[config.mk]
export PLATFORM = sky130hd
export DESIGN_NAME = seq_unsigned_divider
export DESIGN_NICKNAME = d
export VERILOG_FILES = /design/src/rtl/seq_unsigned_divider.sv
export SDC_FILE = /design/constraint.sdc
export NUM_CORES = 1
export LEC_CHECK = 0
export CAP_MARGIN = 20
export CORE_UTILIZATION = 30
export CTS_CLUSTER_DIAMETER = 100
export DETAILED_ROUTE_END_ITERATION = 10
export PLACE_DENSITY_LB_ADDON = 0.08
export RECOVER_POWER = 100
export SYNTH_ARGS = -nofsm -noshare
export SYNTH_HDL_FRONTEND = slang
export SYNTH_SLANG_ARGS = --single-unit
[constraint.sdc]
create_clock -name clk -period 3.45 [get_ports clk]
set_clock_uncertainty 0.1 [all_clocks]
set_input_delay 0.69 -clock clk [delete_from_list [all_inputs] [get_ports clk]]
set_output_delay 0.69 -clock clk [all_outputs]
set_load 0.02 [all_outputs]
[src/rtl/seq_unsigned_divider.sv]
// Iterative radix-2 restoring unsigned divider.
// Divides a 2*WORD_SIZE-bit dividend by a WORD_SIZE-bit divisor, one quotient
// bit per clock, with valid/ready handshakes on the operand and result sides.
//
//   state  | meaning
//   -------+--------------------------------------------------------------
//   S_IDLE | waiting for operands, in_ready=1
//   S_CALC | shifting/subtracting, one quotient bit per cycle
//   S_DONE | result presented, out_valid=1 until the consumer takes it
module seq_unsigned_divider #(
  parameter int WORD_SIZE = 23
) (
  input  logic                     clk,
  input  logic                     rst_n,
  input  logic                     in_valid,
  output logic                     in_ready,
  input  logic [2*WORD_SIZE-1:0]   dividend,
  input  logic [WORD_SIZE-1:0]     divisor,
  output logic                     out_valid,
  input  logic                     out_ready,
  output logic [WORD_SIZE-1:0]     quotient,
  output logic [WORD_SIZE-1:0]     remainder,
  output logic                     div_zero,
  output logic                     overflow
);

  localparam int W  = WORD_SIZE;
  localparam int CW = $clog2(WORD_SIZE + 1);

  typedef enum logic [1:0] {
    S_IDLE = 2'd0,
    S_CALC = 2'd1,
    S_DONE = 2'd2
  } state_t;

  state_t         r_state;
  state_t         w_state_next;

  logic [W-1:0]   r_rem;
  logic [W-1:0]   r_quo;
  logic [W-1:0]   r_dvs;
  logic [CW-1:0]  r_cnt;

  logic [W-1:0]   w_hi;
  logic [W-1:0]   w_lo;
  logic           w_div_zero;
  logic           w_overflow;
  logic [W:0]     w_t;
  logic           w_ge;
  logic [W-1:0]   w_rem_next;
  logic [W-1:0]   w_quo_next;
  logic           w_last;

  assign w_hi       = dividend[2*W-1:W];
  assign w_lo       = dividend[W-1:0];
  assign w_div_zero = (divisor == '0);
  assign w_overflow = (w_hi >= divisor);

  // The partial remainder stays below the divisor, so W+1 bits hold the shifted value;
  // the difference always fits back into W bits, so the top bit can be dropped.
  assign w_t        = {r_rem, r_quo[W-1]};
  assign w_ge       = (w_t >= {1'b0, r_dvs});
  assign w_rem_next = w_ge ? (w_t[W-1:0] - r_dvs) : w_t[W-1:0];
  assign w_quo_next = {r_quo[W-2:0], w_ge};
  assign w_last     = (r_cnt == CW'(1));

  // State register
  always_ff @(posedge clk) begin
    if (!rst_n) r_state <= S_IDLE;
    else        r_state <= w_state_next;
  end

  // Next-state and handshake outputs
  always_comb begin
    w_state_next = r_state;
    in_ready     = 1'b0;
    out_valid    = 1'b0;
    case (r_state)
      S_IDLE: begin
        in_ready = 1'b1;
        if (in_valid) begin
          if (w_div_zero || w_overflow) w_state_next = S_DONE;
          else                          w_state_next = S_CALC;
        end
      end
      S_CALC: begin
        if (w_last) w_state_next = S_DONE;
      end
      S_DONE: begin
        out_valid = 1'b1;
        if (out_ready) w_state_next = S_IDLE;
      end
      default: w_state_next = S_IDLE;
    endcase
  end

  // Operand capture, iteration datapath and result registers
  always_ff @(posedge clk) begin
    if (!rst_n) begin
      r_rem     <= '0;
      r_quo     <= '0;
      r_dvs     <= '0;
      r_cnt     <= '0;
      quotient  <= '0;
      remainder <= '0;
      div_zero  <= 1'b0;
      overflow  <= 1'b0;
    end else if (r_state == S_IDLE && in_valid) begin
      if (w_div_zero) begin
        quotient  <= '1;
        remainder <= '0;
        div_zero  <= 1'b1;
        overflow  <= 1'b0;
      end else if (w_overflow) begin
        quotient  <= '1;
        remainder <= '0;
        div_zero  <= 1'b0;
        overflow  <= 1'b1;
      end else begin
        r_rem <= w_hi;
        r_quo <= w_lo;
        r_dvs <= divisor;
        r_cnt <= CW'(WORD_SIZE);
      end
    end else if (r_state == S_CALC) begin
      r_rem <= w_rem_next;
      r_quo <= w_quo_next;
      r_cnt <= r_cnt - CW'(1);
      if (w_last) begin
        quotient  <= w_quo_next;
        remainder <= w_rem_next;
        div_zero  <= 1'b0;
        overflow  <= 1'b0;
      end
    end
  end

endmodule

==> out/metrics.yaml <==
outcome:
  status: "finished, final reports clean"
final_layout:
  finalInstanceArea_sq_mm: 0.009666
  final_cell_mix: "dfxtp_1 (124), nor2_1 (123), nand2_1 (88), buf_4 (84), clkdlybuf4s50_1 (71)"
  final_util_pct: 42.56
  final-seq-area_sq_mm: 0.002482
  antennaDiodeCount: 0
  multi_input_area_sq_mm: 0.004069
  finalNetCount: 1161
  area_growth_pct: 38.71
  final_common_cell: "dfxtp_1"
  drive_gt1_share_pct: 15.97
  fill_cells: 2312
cts:
  htree_num_levels: 4
  clkTransAtPathRegs_ns: 0.06
  clock-root-buffer: "clkbuf_16"
  clkSinkCount: 124
  clock_latency_ns: 0.42
  cts_tree: "built"
  postCtsSetupBuffers: 0
  cts_made_buffers: 17
  cts_buffer_depth: 2
power_and_ir_drop:
  p_total_uw: 6335
  power.density_mw_per_mm2: 655.4
  p_leak_uw: 0.004063
  max-vdd-ir-drop_v: 0.0003090
global_routing:
  grt_max_degree: 54
  grt_pass1_wl_um: 36490
  grt_pass1_vias: 6484
  overflow: 0
  track_usage_pct: 19.73
  antenna_found_initial: 0
critical_path:
  end_kind: "register"
  endpoint: "r_rem[19]"
  crit_path_max_fanout: 4
  path_depth: 12
  timing.rr.end: "r_rem[0]"
  r2r_cells: 11
  r2r-start: "r_dvs[9]"
  cp_cell_sequence: "clkdlybuf4s50_1 > inv_1 > ha_1 > a21o_1 > a211oi_1 > o21ai_1 > a2111o_1 > o21ba_2 > nor2_1 > buf_4 > a222oi_1 > a221oi_1"
  cp.buffers_inverters: 3
  critical_path.startpoint: "divisor[19]"
  path_class: "input pin to register"
  max_stage_delay_ns: 0.48
  crit_required_ns: 3.64
  arrival_ns: 3.43
  regToRegSetupSlack_ns: 0.26
  startpoint_type: "input pin"
  crit_path_top_delay_cell: "clkdlybuf4s50_1"
  cp_top_family: "compound AO/OA/AOI/OAI gates"
drt:
  route.detailed.drc: 0
  vias_per_cell: 5.090
  ant_nets: 0
  num_vias: 6805
  drtIter0Drc: 413
  wirelength_um: 23020
  avgRoutedWirePerCell_um: 17.22
  firstDrtPassIters: 5
sta:
  max_freq_mhz: 308.5
  drv_slew: 0
  final_hold_viol_count: 0
  fin_crit_ns: 3.241
  worst_pin_slew_ns: 0.5370
  period_share_pct: 93.94
  relSlewSlack_pct: 64.20
  setup_viol: 0
hold_path:
  min_path_type: "register to register"
floorplanning:
  die-area_sq_mm: 0.02384
  initial_utilization_pct: 30.68
  die_w_um: 154.4
  coreArea_sq_mm: 0.02271
  die_y_um: 154.4
  num_rows: 55
  io_pins: 123
job:
  drv_cap: 0
synthesis:
  yosys_warnings: 0
  avgSynthCellArea_sq_um: 8.083
  synth_cell_types: 68
  yosysSeqAreaShare_pct: 35.63
  ys.flop_type: "dfxtp_1"
  synth_edf_count: 0
  async_reset_ff_share_pct: 0
  postSynthCellCount: 862
  syn_area_sq_mm: 0.006968
  ys_ff_latch: 124
  syn_nets: 984
place:
  hpwl_um: 16960
  io_buffers: 122
  gp_congestion: 0.7968
  dpl_cell_area_sq_mm: 0.009102
==> cells by family after synthesis <==
| kind of cell | synth area share, % |
|---|---|
| xor+xnor | 2.137 |
| compound gates | 26.58 |
| mux | 2.209 |
| fa+ha+maj | 8.907 |
| simple gates | 18.23 |
| buf+inv | 6.320 |
| flops | 35.63 |
==> tightest hold or removal path: stages, from the launching register on <==
cell and delay (ns):
dfxtp_1 0.31, nand3_1 0.06, o41ai_1 0.06
==> how the worst min path moves through the flow <==
stage	from	endpoint	slack, ns	depth (start not counted)
after floorplan	r_quo[0]	r_quo[0]	0.35	2
after global placement	remainder[9]	remainder[9]	0.36	2
after detailed placement	remainder[9]	remainder[9]	0.36	2
after CTS	remainder[9]	remainder[9]	0.37	2
after global routing	remainder[9]	remainder[9]	0.39	2
final	remainder[9]	remainder[9]	0.37	2
==> synthesized netlist by cell type, drive strengths merged (6+ instances only) <==
cell    number  share of area [%]
nand2       88                4.7
mux2i       12                1.7
o221a       23                3.7
clkbuf      46                2.5
o211ai       8               0.86
a21o        13                1.4
and3         6               0.54
o21ai       26                1.9
o21a         7               0.75
nand4        7               0.63
a22oi        9               0.97
dfxtp      124                 36
a211oi      12                1.4
nor4         7               0.63
a21oi       69                5.0
nand3       20                1.4
nor2       123                6.6
a311oi      23                2.9
nor3        12               0.86
inv         53                2.9
a31oi        7               0.63
xnor2       11                1.4
ha          48                8.6
xor2         6               0.75
a211o       10                1.3
buf         12               0.92
and2         7               0.63
==> flip-flops by register name, summed over array words and instances, names as in the netlist <==
| signal | cells |
|---|---|
| div_zero | 1 |
| overflow | 1 |
| quotient | 23 |
| r_cnt | 5 |
| r_dvs | 23 |
| r_quo | 23 |
| r_rem | 23 |
| r_state | 2 |
| remainder | 23 |
==> report_power, final <==
group / internal (uW) / switching (uW) / total (uW)
combinational: 1300 / 1610 / 2910
clock: 948 / 734 / 1680
sequential: 1610 / 131 / 1740
==> per-stage QoR <==
stage	setup TNS (ns)	hold slack, ns	instances	worst slack, ns
floorplan	0	0.3454	862	0.2524
global placement	-10.10	0.3570	1305	-0.1750
detailed placement	-12.55	0.3632	1305	-0.2428
CTS	0	0.3717	1337	0.1577
global route	-0.007254	0.3938	1337	-0.007254
finish	0	0.3679	1337	0.2090
==> per-layer routing <==
layer	wire, um	part of all wire, %	global-route usage (%)	vias up
li1	-	-	-	3467
met1	11560	50	27.47	3170
met5	0	0	0	-
met2	10420	45	31.59	153
met4	235	1.0	4.385	0
met3	811	3.5	3.502	15
==> repair_timing <==
| action | in CTS | in global routing |
|---|---|---|
| setup endpoints to repair | 0 | 3 |
| hold buffers | 0 | 0 |
| resized for setup | 0 | 6 |
==> layout make-up <==
class	instances	share of cell area (%)
clock inverter	14	1.139
multi-input combinational	626	42.10
inverter	54	2.097
clock buffer	18	4.544
tap	285	3.689
timing repair buffer	216	20.75
sequential	124	25.68
Note: power is estimated with default switching activity, not from simulation.
